$ cat config.mk
export PLATFORM = sky130hd
export DESIGN_NAME = guvm_instr_feeder
export DESIGN_NICKNAME = d
export VERILOG_FILES = /design/src/rtl/guvm_feeder_pkg.sv /design/src/rtl/guvm_sync_fifo.sv /design/src/rtl/guvm_instr_feeder.sv
export SDC_FILE = /design/constraint.sdc
export NUM_CORES = 1
export LEC_CHECK = 0
export CAP_MARGIN = 20
export CORE_MARGIN = 4
export CORE_UTILIZATION = 55
export CTS_CLUSTER_SIZE = 25
export DETAILED_ROUTE_END_ITERATION = 16
export GPL_ROUTABILITY_DRIVEN = 1
export PLACE_DENSITY = 0.83
export SKIP_LAST_GASP = 1
export SLEW_MARGIN = 0
export SYNTH_ARGS = -nofsm -noshare
export SYNTH_HDL_FRONTEND = slang
export SYNTH_SLANG_ARGS = --single-unit
$ cat constraint.sdc
create_clock -name clk_i -period 5 [get_ports clk_i]
set_input_delay 1.5 -clock clk_i [delete_from_list [all_inputs] [get_ports clk_i]]
set_output_delay 1.5 -clock clk_i [all_outputs]
set_load 0.02 [all_outputs]
$ cat src/rtl/guvm_feeder_pkg.sv
// Shared definitions for the instruction feeder slice.
// Contents: default instruction width, the NOP returned on underflow,
// and the instruction word type.
package guvm_feeder_pkg;

   localparam int unsigned INSTR_RDATA_WIDTH = 32;

   // addi x0,x0,0
   localparam logic [31:0] NOP_INSTR = 32'h00000013;

   typedef logic [INSTR_RDATA_WIDTH-1:0] instr_t;

endpackage

$ cat src/rtl/guvm_sync_fifo.sv
// Synchronous FIFO holding driver-supplied instructions.
// Ports:
//   clk_i   in  1      clock
//   rst_i   in  1      asynchronous active-high reset (empties the FIFO)
//   push_i  in  1      write data_i (ignored when full)
//   data_i  in  W      entry to write
//   pop_i   in  1      drop head entry (ignored when empty)
//   full_o  out 1      no free entry
//   empty_o out 1      no valid entry
//   head_o  out W      oldest entry
module guvm_sync_fifo
   import guvm_feeder_pkg::*;
#(
   parameter int unsigned W     = 32,
   parameter int unsigned DEPTH = 16
) (
   input  logic         clk_i,
   input  logic         rst_i,
   input  logic         push_i,
   input  logic [W-1:0] data_i,
   input  logic         pop_i,
   output logic         full_o,
   output logic         empty_o,
   output logic [W-1:0] head_o
);

   localparam int unsigned AW = $clog2(DEPTH);

   logic [W-1:0] r_mem [DEPTH];
   // One extra MSB on each pointer distinguishes full from empty.
   logic [AW:0]  r_wr_ptr;
   logic [AW:0]  r_rd_ptr;
   logic         w_do_push;
   logic         w_do_pop;

   assign empty_o   = (r_wr_ptr == r_rd_ptr);
   assign full_o    = (r_wr_ptr[AW] != r_rd_ptr[AW]) &&
                      (r_wr_ptr[AW-1:0] == r_rd_ptr[AW-1:0]);
   assign w_do_push = push_i & ~full_o;
   assign w_do_pop  = pop_i & ~empty_o;
   assign head_o    = r_mem[r_rd_ptr[AW-1:0]];

   always_ff @(posedge clk_i or posedge rst_i) begin
      if (rst_i) begin
         r_wr_ptr <= '0;
         r_rd_ptr <= '0;
      end else begin
         if (w_do_push) r_wr_ptr <= r_wr_ptr + 1'b1;
         if (w_do_pop)  r_rd_ptr <= r_rd_ptr + 1'b1;
      end
   end

   always_ff @(posedge clk_i) begin
      if (w_do_push) r_mem[r_wr_ptr[AW-1:0]] <= data_i;
   end

endmodule

$ cat src/rtl/guvm_instr_feeder.sv
// Instruction-memory responder for a core fetch port. The driver loads a
// program into a FIFO; every granted fetch is answered RVALID_LATENCY
// cycles later with the next FIFO entry, in grant order. An answer that
// finds the FIFO empty returns NOP and sets a sticky underflow flag.
// Ports:
//   clk_i          in  1   clock
//   rst_i          in  1   asynchronous active-high reset
//   instr_req_i    in  1   fetch request
//   instr_addr_i   in  32  fetch address (recorded only, not used for data)
//   instr_gnt_o    out 1   request accepted this cycle (combinational)
//   instr_rvalid_o out 1   instr_rdata_o valid this cycle
//   instr_rdata_o  out W   returned instruction, holds when rvalid low
//   ld_valid_i     in  1   driver push
//   ld_instr_i     in  W   instruction to push
//   ld_ready_o     out 1   FIFO not full
//   last_addr_o    out 32  address of most recent granted request
//   fetch_cnt_o    out 32  rvalid beats since reset
//   underflow_o    out 1   sticky: a beat found the FIFO empty
module guvm_instr_feeder
   import guvm_feeder_pkg::*;
#(
   parameter int unsigned INSTR_RDATA_WIDTH = 32,
   parameter int unsigned FIFO_DEPTH        = 16,
   parameter int unsigned RVALID_LATENCY    = 1,
   parameter int unsigned MAX_OUTSTANDING   = 2,
   parameter logic [INSTR_RDATA_WIDTH-1:0] NOP_INSTR =
      INSTR_RDATA_WIDTH'(guvm_feeder_pkg::NOP_INSTR)
) (
   input  logic                         clk_i,
   input  logic                         rst_i,
   input  logic                         instr_req_i,
   input  logic [31:0]                  instr_addr_i,
   output logic                         instr_gnt_o,
   output logic                         instr_rvalid_o,
   output logic [INSTR_RDATA_WIDTH-1:0] instr_rdata_o,
   input  logic                         ld_valid_i,
   input  logic [INSTR_RDATA_WIDTH-1:0] ld_instr_i,
   output logic                         ld_ready_o,
   output logic [31:0]                  last_addr_o,
   output logic [31:0]                  fetch_cnt_o,
   output logic                         underflow_o
);

   localparam int unsigned OW = $clog2(MAX_OUTSTANDING + 1);

   logic [RVALID_LATENCY-1:0]    r_pipe;
   logic [RVALID_LATENCY-1:0]    w_next;
   logic [OW-1:0]                r_outstanding;
   logic [INSTR_RDATA_WIDTH-1:0] r_rdata;
   logic [31:0]                  r_last_addr;
   logic [31:0]                  r_fetch_cnt;
   logic                         r_underflow;
   logic                         w_gnt;
   logic                         w_ret;
   logic                         w_full;
   logic                         w_empty;
   logic [INSTR_RDATA_WIDTH-1:0] w_head;

   assign w_gnt = instr_req_i & (r_outstanding < OW'(MAX_OUTSTANDING));

   // The top stage of r_pipe is the registered rvalid itself, so a token
   // entering the top stage is the beat being answered at this edge.
   if (RVALID_LATENCY == 1) begin : g_lat1
      assign w_next = w_gnt;
   end else begin : g_latn
      assign w_next = {r_pipe[RVALID_LATENCY-2:0], w_gnt};
   end

   assign w_ret = w_next[RVALID_LATENCY-1];

   guvm_sync_fifo #(
      .W     (INSTR_RDATA_WIDTH),
      .DEPTH (FIFO_DEPTH)
   ) u_fifo (
      .clk_i   (clk_i),
      .rst_i   (rst_i),
      .push_i  (ld_valid_i),
      .data_i  (ld_instr_i),
      .pop_i   (w_ret),
      .full_o  (w_full),
      .empty_o (w_empty),
      .head_o  (w_head)
   );

   always_ff @(posedge clk_i or posedge rst_i) begin
      if (rst_i) begin
         r_pipe        <= '0;
         r_outstanding <= '0;
         r_rdata       <= '0;
         r_last_addr   <= '0;
         r_fetch_cnt   <= '0;
         r_underflow   <= 1'b0;
      end else begin
         r_pipe <= w_next;
         if (w_gnt) r_last_addr <= instr_addr_i;
         case ({w_gnt, w_ret})
            2'b10:   r_outstanding <= r_outstanding + 1'b1;
            2'b01:   r_outstanding <= r_outstanding - 1'b1;
            default: r_outstanding <= r_outstanding;
         endcase
         if (w_ret) begin
            r_fetch_cnt <= r_fetch_cnt + 32'd1;
            if (w_empty) begin
               r_rdata     <= NOP_INSTR;
               r_underflow <= 1'b1;
            end else begin
               r_rdata <= w_head;
            end
         end
      end
   end

   assign instr_gnt_o    = w_gnt;
   assign instr_rvalid_o = r_pipe[RVALID_LATENCY-1];
   assign instr_rdata_o  = r_rdata;
   assign ld_ready_o     = ~w_full;
   assign last_addr_o    = r_last_addr;
   assign fetch_cnt_o    = r_fetch_cnt;
   assign underflow_o    = r_underflow;

endmodule

==> flow_metrics.py <==
metrics = {
    "die": {
        "core_mm2": 0.04317,
        "chipHeight_um": 217.3,
        "io_pins": 168,
        "start_util": 0.5583,
        "rows": 76,
        "die-area_mm2": 0.04724,
        "die_w_um": 217.3,
    },
    "placement": {
        "place.gp.congestion": 0.7785,
        "dp_hpwl_mm": 28.79,
        "portBuffers": 167,
        "dpl.cell_count": 1924,
    },
    "setup_path": {
        "crit_fanout": 23,
        "cp_slowest_stage_delay_ns": 0.71,
        "rrSetupSlack_ns": 1.50,
        "worstSetupStartpointType": "register",
        "crit_type": "register to output pin",
        "crit_chain": "xnor2_1 > nand4_1 > nand2b_1 > clkdlybuf4s50_1",
        "r2r_cells": 5,
        "end_kind": "output pin",
        "critPathSlowestCell": "dfrtp_4",
        "cp.required_ns": 3.50,
        "crit_arrival_ns": 2.81,
    },
    "layout": {
        "drive_above_1_share": 0.2028,
        "nets": 1475,
        "antenna_cells": 0,
        "nFillCells": 2820,
        "area_delta_synth_final_pct": 16.97,
        "fin_cells": 2030,
    },
    "clock_network": {
        "insertion_delay_ns": 0.61,
        "clock_sink_count": 620,
        "cts_hold_buf": 0,
        "clkTransAtPathRegs_ns": 0.06,
        "postCtsSetupBuffers": 0,
        "cts_tree": "built",
        "cts_buffers": 58,
        "htree_levels": 2,
        "post_cts_resized": 0,
        "ctsLongestPathBuffers": 3,
        "cts-root-buf": "clkbuf_16",
    },
    "synth": {
        "synth.avg_cell_area_um2": 19.69,
        "synth_commonest_cells": "512 x edfxtp_1, 108 x dfrtp_1, 96 x mux4_2, 67 x mux2_2, 64 x mux2i_1",
        "ys_seq_area_frac": 0.7500,
        "async_flop_share": 0.1742,
        "synth.most_common_cell": "edfxtp_1",
        "yosysWarnings": 0,
        "synth_fp_nets": 1298,
        "netlist_area_mm2": 0.02410,
        "ys.flop_type": "edfxtp_1",
        "yosys_register_bits": 620,
        "synth_top_area_frac": 0.6379,
        "syn_inst": 1224,
        "synth_edf_count": 512,
        "post-synth-top-area-cell": "edfxtp_1",
        "synth.distinct_cells": 35,
        "synthTopCellsByArea": "edfxtp_1 64%, dfrtp_1 11%, mux4_2 9.0%",
    },
    "hold_path": {
        "hold_path.class": "register to register",
        "worst_hold_path.num_cells": 1,
    },
    "routing": {
        "drtIter0Drc": 1499,
        "drt-vias-per-instance": 6.088,
        "drc": 0,
        "wl_per_cell_um": 25.47,
        "firstDrtPassIters": 5,
        "via_count": 12360,
        "routed_wl_mm": 51.71,
        "antenna_left": 0,
    },
    "run": {
        "max-cap-violations": 0,
    },
    "sta": {
        "fin_crit_sh": 0.8618,
        "slew_violations": 0,
        "rsz0062_at_grt": "no",
        "relSlewSlack": 0.2621,
        "hold_violations": 0,
        "tightest_slew_ns": 1.103,
        "fmax_mhz": 232.1,
        "fin_skew_ns": 0.02075,
        "tns_ns": 0,
        "holdWs_ns": 0.4523,
        "finalCriticalPeriod_ns": 4.309,
        "finalSetupViolations": 0,
    },
    "pwr": {
        "ir_drop_mv": 0.4185,
        "p_leak_nw": 9.634,
        "finalPower_mw": 15.37,
        "p_per_area_mw_per_mm2": 545.0,
    },
    "global_route": {
        "grt_pass1_wl_mm": 78.49,
        "grt_max_degree": 101,
        "grt_pass1_vias": 12950,
        "overflow": 0,
        "grt_antenna_before_repair": 0,
        "grtUsageTotal": 0.2184,
    },
    "outcome": {
        "outcome": "complete, no violations",
    },
}
path summary, 6_finish.rpt:
| kind | endpoint | start |
|---|---|---|
| setup / recovery | ld_ready_o | u_fifo.r_rd_ptr[0]$_DFFE_PP0P_ |
| hold / removal | underflow_o$_DFFE_PP0P_ | underflow_o$_DFFE_PP0P_ |
| setup reg to reg | u_fifo.r_mem[15][0]$_DFFE_PP_ | u_fifo.r_rd_ptr[0]$_DFFE_PP0P_ |
| hold reg to reg | underflow_o$_DFFE_PP0P_ | underflow_o$_DFFE_PP0P_ |
| max in group asynchronous | fetch_cnt_o[26]$_DFFE_PP0P_ | rst_i |
| min in group asynchronous | last_addr_o[7]$_DFFE_PP0P_ | rst_i |
per-stage QoR:
step | util | setup slack, ns | cell area, µm²
after floorplan | - | 0.6544 | 24100
after global placement | 0.6092 | 1.201 | 26300
after detailed placement | 0.6092 | 1.133 | 26300
after CTS | 0.6520 | 0.6720 | 28150
after global routing | 0.6531 | 0.5621 | 28190
final | 0.6531 | 0.6908 | 28190
cells by family after synthesis:
| group | Yosys count | synth area share |
|---|---|---|
| flops | 620 | 0.7500 |
| mux | 227 | 0.1476 |
| simple gates | 116 | 0.02788 |
| compound gates | 106 | 0.03276 |
| buf+inv | 104 | 0.02232 |
| xor+xnor | 45 | 0.01635 |
| fa+ha+maj | 6 | 0.003115 |
layer usage:
layer	GRT usage	wire length [µm]	up-vias
li1	-	-	5276
met1	0.2967	20480	6388
met2	0.3652	25900	593
met3	0.04077	3912	101
met4	0.06890	1423	0
met5	0	0	-
flip-flops by register name, summed over array words and instances, names as in the netlist:
register	flops
u_fifo.r_rd_ptr	5
fetch_cnt_o	32
u_fifo.r_wr_ptr	5
u_fifo.r_mem	512
last_addr_o	32
instr_rdata_o	32
instr_rvalid_o	1
underflow_o	1
worst max-delay path: cells and delay by family (launching register included):
| kind | cells | cell delay [ns] |
|---|---|---|
| XOR/XNOR | 1 | 0.18 |
| buffers and inverters | 1 | 0.58 |
| flip-flops | 1 | 0.71 |
| AND/OR/NAND/NOR | 2 | 0.73 |
area by class of cell:
cell class | instances | area (µm²) | share of cell area
clock buffer | 69 | 1533 | 0.05436
clock inverter | 35 | 315.3 | 0.01118
inverter | 34 | 130.1 | 0.004615
multi-input combinational | 500 | 5533 | 0.1962
sequential | 620 | 18090 | 0.6415
tap | 585 | 732.0 | 0.02596
timing repair buffer | 187 | 1864 | 0.06612
power breakdown:
part           switching [mW]  total (mW)  internal (mW)
sequential              0.337        6.62           6.29
combinational            2.44        4.48           2.05
clock                    1.86        4.26           2.40
placed cells by master (no fill, tap or decap), types with 8 or more instances in the layout:
cell type          n
nand3_1            8
nand2b_1          30
edfxtp_1         512
a221oi_1          32
clkinv_2           8
buf_4             18
clkdlybuf4s50_1  166
dfrtp_1          104
mux2i_1           64
nand4_1           18
clkinv_1          12
and2_1             8
o22ai_1           29
and3_2            13
nand2_1            9
clkbuf_16         58
a22oi_1           29
mux2_2            67
inv_1             32
xnor2_1           38
mux4_2            96
nor2_1             9
clkinvlp_4         8
Power figures use the tool's default switching activity.
